File: src/rtl/alu_iter_pkg.sv
// Shared types and funct3 encodings for the iterative execute unit.
// FSM states are plain constants so older netlists keep their encoding.
package alu_iter_pkg;

    typedef logic [1:0] alu_state_t;

    localparam alu_state_t IDLE  = 2'd0;
    localparam alu_state_t SHIFT = 2'd1;
    localparam alu_state_t MUL   = 2'd2;

    localparam logic [2:0] FUNC_ADD  = 3'b000;
    localparam logic [2:0] FUNC_SLL  = 3'b001;
    localparam logic [2:0] FUNC_SLT  = 3'b010;
    localparam logic [2:0] FUNC_SLTU = 3'b011;
    localparam logic [2:0] FUNC_XOR  = 3'b100;
    localparam logic [2:0] FUNC_SR   = 3'b101;
    localparam logic [2:0] FUNC_OR   = 3'b110;
    localparam logic [2:0] FUNC_AND  = 3'b111;
    localparam logic [2:0] FUNC_MUL  = 3'b000;

    localparam logic [2:0] FUNC_BEQ  = 3'b000;
    localparam logic [2:0] FUNC_BNE  = 3'b001;
    localparam logic [2:0] FUNC_BLT  = 3'b100;
    localparam logic [2:0] FUNC_BGE  = 3'b101;
    localparam logic [2:0] FUNC_BLTU = 3'b110;
    localparam logic [2:0] FUNC_BGEU = 3'b111;

    localparam logic [2:0] FUNC_SH1ADD = 3'b010;
    localparam logic [2:0] FUNC_SH2ADD = 3'b100;
    localparam logic [2:0] FUNC_SH3ADD = 3'b110;

    function automatic logic isShadd(input logic [2:0] f3);
        return (f3 == FUNC_SH1ADD) || (f3 == FUNC_SH2ADD) || (f3 == FUNC_SH3ADD);
    endfunction

endpackage

File: src/rtl/alu_iter_if.sv
// Operand/result bundle between the datapath (master) and the execute unit (slave).
interface alu_iter_if #(
    parameter int XLEN = 32
);
    logic                    start;
    logic [2:0]              f3;
    logic                    arith_bit;
    logic                    branch;
    logic                    shadd;
    logic                    mul;
    logic [XLEN-1:0]         src_a;
    logic [XLEN-1:0]         src_b;
    logic [XLEN-1:0]         out;
    logic [$clog2(XLEN)-1:0] shamt_out;
    logic                    done;
    logic                    busy;

    modport master (
        output start, f3, arith_bit, branch, shadd, mul, src_a, src_b,
        input  out, shamt_out, done, busy
    );

    modport slave (
        input  start, f3, arith_bit, branch, shadd, mul, src_a, src_b,
        output out, shamt_out, done, busy
    );
endinterface

File: src/rtl/alu_iter_step.sv
// One iteration of the execute unit: a shifter limited to 0..SHIFT_STEP positions
// and the accumulate of one SHIFT_STEP-bit slice of the multiplier.
module alu_step #(
    parameter int XLEN       = 32,
    parameter int SHIFT_STEP = 1
)(
    input  logic [XLEN-1:0]         acc,
    input  logic [$clog2(XLEN)-1:0] amt,
    input  logic                    left,
    input  logic                    arith,
    input  logic [XLEN-1:0]         mcand,
    input  logic [SHIFT_STEP-1:0]   mbits,
    output logic [XLEN-1:0]         shifted,
    output logic [XLEN-1:0]         sum
);
    localparam int AW = $clog2(XLEN);

    logic [XLEN-1:0] pp;

    // Only constant shift distances up to SHIFT_STEP exist, so this is a small mux, not a barrel shifter.
    always_comb begin
        shifted = acc;
        for (int j = 1; j <= SHIFT_STEP; j++) begin
            if (amt == AW'(j)) begin
                if (left)
                    shifted = acc << j;
                else if (arith)
                    shifted = XLEN'($signed(acc) >>> j);
                else
                    shifted = acc >> j;
            end
        end
    end

    always_comb begin
        pp = '0;
        for (int i = 0; i < SHIFT_STEP; i++) begin
            if (mbits[i])
                pp = pp + (mcand << i);
        end
        sum = acc + pp;
    end

endmodule

File: src/rtl/alu_iter.sv
// Iterative integer execute unit: single-cycle ALU/branch/shadd ops plus
// multi-cycle shifts and an optional shift-add multiplier sharing one accumulator.
module alu_iter
    import alu_iter_pkg::*;
#(
    parameter int XLEN       = 32,
    parameter int SHIFT_STEP = 1,
    parameter bit SHADD_EN   = 1'b1,
    parameter bit MUL_EN     = 1'b0
)(
    input logic       clk,
    input logic       rst,
    alu_iter_if.slave bus
);
    localparam int AW = $clog2(XLEN);
    typedef logic [AW-1:0] sham_t;
    localparam sham_t STEP_AMT = sham_t'(SHIFT_STEP);

    alu_state_t      state;
    logic [XLEN-1:0] acc;
    logic [XLEN-1:0] mcand;
    logic [XLEN-1:0] mplier;
    sham_t           cnt;
    logic            dir_left;
    logic            arith;

    sham_t           shamt;
    sham_t           k;
    logic            use_branch, use_shadd, use_mul;
    logic            shift_go, mul_go, last_shift, last_mul, cmp;
    logic [XLEN-1:0] alu_res, branch_res, shadd_res, idle_res;
    logic [XLEN-1:0] shifted, sum, mplier_next;

    // Mode priority: branch, then shadd, then mul, then the plain ALU.
    assign shamt      = bus.src_b[AW-1:0];
    assign use_branch = bus.branch;
    assign use_shadd  = !bus.branch && SHADD_EN && bus.shadd;
    assign use_mul    = !bus.branch && !use_shadd && MUL_EN && bus.mul;
    assign shift_go   = bus.start && !use_branch && !use_shadd && !use_mul &&
                        ((bus.f3 == FUNC_SLL) || (bus.f3 == FUNC_SR)) && (shamt != '0);
    assign mul_go     = bus.start && use_mul && (bus.f3 == FUNC_MUL) && (bus.src_b != '0);

    always_comb begin
        cmp = 1'b0;
        case (bus.f3)
            FUNC_BEQ:  cmp = bus.src_a == bus.src_b;
            FUNC_BNE:  cmp = bus.src_a != bus.src_b;
            FUNC_BLT:  cmp = $signed(bus.src_a) < $signed(bus.src_b);
            FUNC_BGE:  cmp = $signed(bus.src_a) >= $signed(bus.src_b);
            FUNC_BLTU: cmp = bus.src_a < bus.src_b;
            FUNC_BGEU: cmp = bus.src_a >= bus.src_b;
            default:   cmp = 1'b0;
        endcase
        branch_res    = '0;
        branch_res[0] = cmp;
    end

    assign shadd_res = isShadd(bus.f3) ? (bus.src_a << bus.f3[2:1]) + bus.src_b : '0;

    // Shifts fall to the default arm: with shamt=0 the result is simply src_a.
    always_comb begin
        case (bus.f3)
            FUNC_ADD:  alu_res = bus.arith_bit ? bus.src_a - bus.src_b : bus.src_a + bus.src_b;
            FUNC_SLT:  alu_res = {{(XLEN-1){1'b0}}, $signed(bus.src_a) < $signed(bus.src_b)};
            FUNC_SLTU: alu_res = {{(XLEN-1){1'b0}}, bus.src_a < bus.src_b};
            FUNC_XOR:  alu_res = bus.src_a ^ bus.src_b;
            FUNC_OR:   alu_res = bus.src_a | bus.src_b;
            FUNC_AND:  alu_res = bus.src_a & bus.src_b;
            default:   alu_res = bus.src_a;
        endcase
    end

    assign idle_res    = use_branch ? branch_res :
                         use_shadd  ? shadd_res  :
                         use_mul    ? '0         : alu_res;

    assign k           = (cnt >= STEP_AMT) ? STEP_AMT : cnt;
    assign last_shift  = cnt <= STEP_AMT;
    assign mplier_next = mplier >> SHIFT_STEP;
    assign last_mul    = mplier_next == '0;

    alu_step #(
        .XLEN       (XLEN),
        .SHIFT_STEP (SHIFT_STEP)
    ) u_step (
        .acc     (acc),
        .amt     (k),
        .left    (dir_left),
        .arith   (arith),
        .mcand   (mcand),
        .mbits   (mplier[SHIFT_STEP-1:0]),
        .shifted (shifted),
        .sum     (sum)
    );

    // The final iteration's result is combinational so done lines up with the last step.
    always_comb begin
        bus.out       = idle_res;
        bus.done      = !(shift_go || mul_go);
        bus.busy      = 1'b0;
        bus.shamt_out = '0;
        case (state)
            SHIFT: begin
                bus.out       = shifted;
                bus.done      = last_shift;
                bus.busy      = 1'b1;
                bus.shamt_out = cnt;
            end
            MUL: begin
                bus.out  = sum;
                bus.done = last_mul;
                bus.busy = 1'b1;
            end
            default: ;
        endcase
    end

    always_ff @(posedge clk) begin
        if (rst) begin
            state    <= IDLE;
            acc      <= '0;
            cnt      <= '0;
            mcand    <= '0;
            mplier   <= '0;
            dir_left <= 1'b0;
            arith    <= 1'b0;
        end else begin
            case (state)
                IDLE: begin
                    if (shift_go) begin
                        acc      <= bus.src_a;
                        cnt      <= shamt;
                        dir_left <= bus.f3 == FUNC_SLL;
                        arith    <= bus.arith_bit && (bus.f3 == FUNC_SR);
                        state    <= SHIFT;
                    end else if (mul_go) begin
                        acc    <= '0;
                        mcand  <= bus.src_a;
                        mplier <= bus.src_b;
                        state  <= MUL;
                    end
                end
                SHIFT: begin
                    acc <= shifted;
                    cnt <= cnt - k;
                    if (last_shift)
                        state <= IDLE;
                end
                MUL: begin
                    acc    <= sum;
                    mcand  <= mcand << SHIFT_STEP;
                    mplier <= mplier_next;
                    if (last_mul)
                        state <= IDLE;
                end
                default: state <= IDLE;
            endcase
        end
    end

endmodule

File: src/flat_wrapper.sv
// flat-port wrapper written by rule: the top's interface ports become plain ports
module alu_iter_flat import alu_iter_pkg::*;
#(
    parameter int XLEN       = 32,
    parameter int SHIFT_STEP = 1,
    parameter bit SHADD_EN   = 1'b1,
    parameter bit MUL_EN     = 1'b0
)
  (clk, rst, bus_start, bus_f3, bus_arith_bit, bus_branch, bus_shadd, bus_mul, bus_src_a, bus_src_b, bus_out, bus_shamt_out, bus_done, bus_busy);
  alu_iter_if #(.XLEN(XLEN)) bus_i ();
  input logic clk;
  input logic rst;
  input wire logic [$bits(bus_i.start)-1:0] bus_start;
  input wire logic [$bits(bus_i.f3)-1:0] bus_f3;
  input wire logic [$bits(bus_i.arith_bit)-1:0] bus_arith_bit;
  input wire logic [$bits(bus_i.branch)-1:0] bus_branch;
  input wire logic [$bits(bus_i.shadd)-1:0] bus_shadd;
  input wire logic [$bits(bus_i.mul)-1:0] bus_mul;
  input wire logic [$bits(bus_i.src_a)-1:0] bus_src_a;
  input wire logic [$bits(bus_i.src_b)-1:0] bus_src_b;
  output wire logic [$bits(bus_i.out)-1:0] bus_out;
  output wire logic [$bits(bus_i.shamt_out)-1:0] bus_shamt_out;
  output wire logic [$bits(bus_i.done)-1:0] bus_done;
  output wire logic [$bits(bus_i.busy)-1:0] bus_busy;
  assign bus_i.start = bus_start;
  assign bus_i.f3 = bus_f3;
  assign bus_i.arith_bit = bus_arith_bit;
  assign bus_i.branch = bus_branch;
  assign bus_i.shadd = bus_shadd;
  assign bus_i.mul = bus_mul;
  assign bus_i.src_a = bus_src_a;
  assign bus_i.src_b = bus_src_b;
  assign bus_out = bus_i.out;
  assign bus_shamt_out = bus_i.shamt_out;
  assign bus_done = bus_i.done;
  assign bus_busy = bus_i.busy;
  alu_iter #(.XLEN(XLEN), .SHIFT_STEP(SHIFT_STEP), .SHADD_EN(SHADD_EN), .MUL_EN(MUL_EN)) u_core (.clk(clk), .rst(rst), .bus(bus_i));
endmodule
File: config.mk
export PLATFORM = sky130hd
export DESIGN_NAME = alu_iter_flat
export DESIGN_NICKNAME = d
export VERILOG_FILES = /design/src/rtl/alu_iter_pkg.sv /design/src/rtl/alu_iter_if.sv /design/src/rtl/alu_iter_step.sv /design/src/rtl/alu_iter.sv /design/src/flat_wrapper.sv
export SDC_FILE = /design/constraint.sdc
export NUM_CORES = 1
export LEC_CHECK = 0
export BUFFER_PORTS_ARGS = -buffer_cell sky130_fd_sc_hd__buf_2
export CORE_UTILIZATION = 51
export DETAILED_ROUTE_END_ITERATION = 8
export PLACE_DENSITY = 0.79
export SLEW_MARGIN = 40
export SYNTH_ARGS = -nofsm -noshare
export SYNTH_HDL_FRONTEND = slang
export SYNTH_SLANG_ARGS = --single-unit
File: constraint.sdc
create_clock -name clk -period 6.1 [get_ports clk]
set_clock_uncertainty 0.15 [all_clocks]
set_input_delay 0.915 -clock clk [delete_from_list [all_inputs] [get_ports clk]]
set_output_delay 0.915 -clock clk [all_outputs]
set_load 0.01 [all_outputs]
Word-level counts from Yosys, hierarchy flattened
Cells that the tools add are included.

storage, ports and cells
  register bits = 41
  logic and storage cells = 77

operators by class
  $add $sub $neg = 4
  magnitude comparators = 6
  eq/ne operators = 14
  shifts and indexed selects = 1
  multiplexer cells = 21
  bitwise logic cells = 4
  reduce and logical (&&, ||, !) cells = 22

operator list
  operator              number
  $mux W32              8
  $pmux W32 S6          1
  $pmux W32 S2          2
  $add A32 B32 Y32      2
  $ge A32 B32 Y1        2
  $lt A32 B32 Y1        2
  $and A32 B32 Y32      1
  $eq A32 B32 Y1        1
  $ne A32 B32 Y1        1
  $or A32 B32 Y32       1
  $shl A32 B2 Y32       1
  $sub A32 B32 Y32      1
  $xor A32 B32 Y32      1
  $mux W5               3
  $eq A3 B3 Y1 const B  4
  $pmux W5 S2           1
  $eq A3 B2 Y1 const B  2
  $logic_and A1 B1 Y1   6
  $pmux W1 S6           1
  $reduce_and A2 Y1     3
  $eq A5 B1 Y1 const B  1
  $ge A5 B1 Y1 const B  1
  $le A5 B1 Y1 const B  1
  $reduce_bool A5 Y1    1
  other kinds (18)      24

Logic depth before layout (Yosys ltp)
  depth after elaboration = 8
  gate-level depth with buffers = 18
  depth with buffers taken out = 16

Hierarchy
Synthesis repeated with hierarchy kept, for this count alone.

second synthesis, totals
  cells, all modules = 1863
  area total of the unflattened synthesis = 12746.0 um^2

by module, submodules not included
  module    times used  cells an instance  area an instance (um^2)  sequential area each (um^2)
  alu_iter  1           1464               10065.9                  800.8
  alu_step  1           399                2680.1                   0.0

Worst setup path after synthesis
OpenSTA, ideal clock, no wires.

  path type = in2out
  start = input bus_f3[1]
  end = output bus_out[31]
  arrival = 4.829 ns
  path slack = 0.206 ns
  stages = 17
  cell sequence = clkbuf_1 clkbuf_1 buf_1 mux4_2 ha_1 clkbuf_1 a21o_1 a21o_1 a21o_1 a2111oi_0 nor3_1 a21o_1 a21oi_1 o31ai_1 xnor2_1 a21oi_1 o22ai_1

between the ends
  cells in the longest elaborated chain, start to end = 7
  elaborated cells on any way between the ends = 15
  those cells by class = add/sub: 1; eq/ne: 5; shift: 1; mux: 5; reduce/logical: 3

ends and longest elaborated chain
  element                                                                   line                source
  start: declaration                                                        flat_wrapper.sv:14  input wire logic [$bits(bus_i.f3)-1:0] bus_f3;
  parallel branches: the longest is 4 deep, another holds $add A32 B32 Y32  n/a
  $mux W32 *                                                                alu_iter.sv:74      use_shadd ? shadd_res :
  $mux W32 *                                                                alu_iter.sv:73      assign idle_res = use_branch ? branch_res :
  $pmux W32 S2 *                                                            alu_iter.sv:102     case (state)
  end: declaration                                                          flat_wrapper.sv:21  output wire logic [$bits(bus_i.out)-1:0] bus_out;

Every way passes the cells marked *.

Worst setup path in the final report
  start = input bus_f3[1]
  end = output bus_out[26]

Same word-level chain as after synthesis.

==> run summary <==
DP HPWL - 30610 um
critical path arrival - 4740 ps
Clock transition at path regs - 70 ps
Fmax achieved - 172.2 MHz
max_slew headroom - 36.11%
total number of vias - 12470
DRC - 0
fillers - 1942
Seq/Total Area, Yosys - 7.607%
die width - 145.7 um
setup violators final - 0
Longest Clk Path Bufs - 2
Min Clock Period, post-route - 5807 ps
Critical Path Fanout Max - 14
first-pass detailed-route iteration total - 6
Synth top cells by count - 187 x a21oi_1, 179 x nor2_1, 128 x ha_1, 121 x nand2_1, 120 x o21ai_0
final instance area - 0.01149 sq mm
Max-cap violations - 0
crit path from - bus_f3[1]
RR Startpoint - u_core.cnt[1]
Clock Latency Late Sink - 290 ps
worst slack, placed - 282.7 ps
Port Buf Inserts - 111
largest net degree at the start of global routing - 77
Via density - 6.723
number of synthesized flops with an enable pin - 0
outcome - finished, final reports clean
Final Cycle Share - 95.20%
Critical Path RT - 5030 ps
Synth cell types - 85
final worst slack - 292.7 ps
post-route insts no fill - 1854
Max Slew Vio Count - 0
Post-DRT Antenna Nets - 0
DR iter-0 viols - 1469
Hold WS - 336.3 ps
Die Y - 145.7 um
All-Layer GR Usage - 37.29%
Synth area leaders - ha_1 15%, a21oi_1 8.9%, dfxtp_1 7.6%
# hold bufs at CTS - 0
Worst setup SP type - input port
Syn-to-layout area delta - 9.200%
vias in the first global route - 11370
Hold Path Class - reg -> reg
Syn Area/Cell - 6.867 sq um
htree depth - 2
final hold violation count - 0
net count after synthesis - 1738
Worst R2R Setup Slack - 3240 ps
Cell Area, Synth - 0.01053 sq mm
global-route wire length before repair - 62930 um
Post-synth ARST share - 0%
die footprint - 0.02122 sq mm
placed cells - 1845
Ports - 113
core area - 0.02023 sq mm
Max IR drop VDD - 98.42 uV
CP Capture Point - bus_out[26]
wire per inst - 21.83 um
layout net count - 1787
grt ovf - 0
CTS buffer count - 5
Starting Density - 52.02%
top-count cell post-synth - a21oi_1
Setup TNS - 0 ps
initial antenna violation count - 0
clk sinks - 40
cell leakage power - 4.887 nW
worst slew pin tran - 958.3 ps
Power Density - 141.3 mW/mm^2
layout cells sized above 1 - 13.58%
CTS tree - yes
Synth Flop Type - dfxtp_1
crit path kind - in -> out
area share of the largest cell type after synthesis - 15.21%
Yosys warning count - 0
endpoint class of the critical path - output port
Yosys reg bits - 40
clock root buffer - clkbuf_16
Yosys top cell by area - ha_1
RSZ-0062 raised after global routing - no
R2R cell count - 9
Final Routed Wirelength - 40480 um
FP Rows - 52
Syn Inst Count - 1533
placed cell area - 0.01134 sq mm
Placer Congestion - 1.006
R2R Path End - u_core.cnt[2]
[how the worst min path moves through the flow]
stage                              end  cells after the start  slack (ps)          from
after global routing      u_core.arith                      2         370  u_core.arith
after global placement    u_core.arith                      2         320  u_core.arith
after detailed placement  u_core.arith                      2         330  u_core.arith
after floorplan           u_core.arith                      2         300  u_core.arith
after CTS                 u_core.arith                      2         340  u_core.arith
final                     u_core.arith                      2         340  u_core.arith
[state kept, by name (all words and copies together) (netlist names)]
name             count
u_core.acc          32
u_core.cnt           5
u_core.arith         1
u_core.dir_left      1
u_core.state         1
[stage by stage]
stage | util (%) | power, mW
3_3_place_gp | 56.01 | 1.305
6_report | 56.81 | 1.625
5_1_grt | 56.80 | 1.716
4_1_cts | 56.72 | 1.596
2_1_floorplan | - | 1.003
3_5_place_dp | 56.02 | 1.315
[report_power, final]
part	switching [mW]	internal, mW
Clock	0.126	0.152
Combinational	0.666	0.405
Sequential	0.00901	0.268
[routing by layer]
metal	wire, um	up-vias	global-route usage, %
met5	0	-	0
met4	1950	0	18.42
met3	3991	150	6.207
met2	18070	725	59.55
met1	16460	5878	48.58
li1	-	5712	-
[layout by cell type (no fill, tap or decap), types with 9 or more instances in the layout]
| cell type | Yosys | final |
|---|---|---|
| a211oi_1 | 53 | 53 |
| a21o_1 | 25 | 25 |
| a21oi_1 | 187 | 187 |
| a221oi_1 | 9 | 9 |
| a31oi_1 | 15 | 15 |
| and2_1 | 10 | 10 |
| and3_1 | 9 | 9 |
| buf_2 | 11 | 108 |
| buf_4 | 1 | 41 |
| dfxtp_1 | 40 | 38 |
| ha_1 | 128 | 128 |
| inv_1 | 103 | 103 |
| mux2i_1 | 43 | 43 |
| mux4_2 | 27 | 27 |
| nand2_1 | 121 | 121 |
| nand2b_1 | 10 | 10 |
| nand3_1 | 24 | 24 |
| nand4_1 | 13 | 13 |
| nor2_1 | 179 | 179 |
| nor2b_1 | 9 | 9 |
| nor3_1 | 32 | 31 |
| o211ai_1 | 28 | 28 |
| o21a_1 | 21 | 21 |
| o21ai_0 | 120 | 120 |
| o21ai_1 | 12 | 10 |
| o21bai_1 | 14 | 14 |
| o22ai_1 | 12 | 12 |
| o31ai_1 | 12 | 11 |
| xnor2_1 | 37 | 37 |
| xor2_1 | 16 | 16 |
[critical path: stages]
cell      delay [ps]
buf_4            290
mux2i_1          320
nor2_1           110
fa_1             440
a211oi_1         320
o21bai_1         190
o21ai_1          350
o31ai_2          150
a21bo_2          240
a21oi_1          150
buf_4            190
o21a_1           210
o21bai_1         100
xor2_1           170
a211oi_1         250
o31ai_1          150
buf_2            180
[cells by family (layout without fill, tap and decap cells)]
group                      count (synthesis)  in the layout  synth area share (%)
other                                      0              1                     0
muxes                                     73             73                 10.19
adders and majority gates                131            131                 15.79
DFF                                       40             40                 7.607
buffers and inverters                    215            265                 7.833
and+or+nand+nor                          439            439                 18.61
AOI/OAI and AO/OA                        582            582                 35.56
xor gates and xnor gates                  53             53                 4.410
[final cells by class]
| class | count | area, sq um | area share [%] |
|---|---|---|---|
| antenna | 1 | 2.502 | 0.02177 |
| tap | 270 | 337.8 | 2.939 |
| inverter | 107 | 401.6 | 3.494 |
| clock buffer | 6 | 128.9 | 1.121 |
| clock inverter | 2 | 12.51 | 0.1088 |
| timing repair buffer | 150 | 868.3 | 7.554 |
| multi-input combinational | 1278 | 8937 | 77.75 |
| sequential | 40 | 805.8 | 7.010 |
[timing repair]
action	in CTS	in global routing
hold endpoints to repair	0	0
endpoints found under the setup margin	0	3
resized for setup	0	2
buffers inserted	0	0
Note: power is estimated with default switching activity, not from simulation.
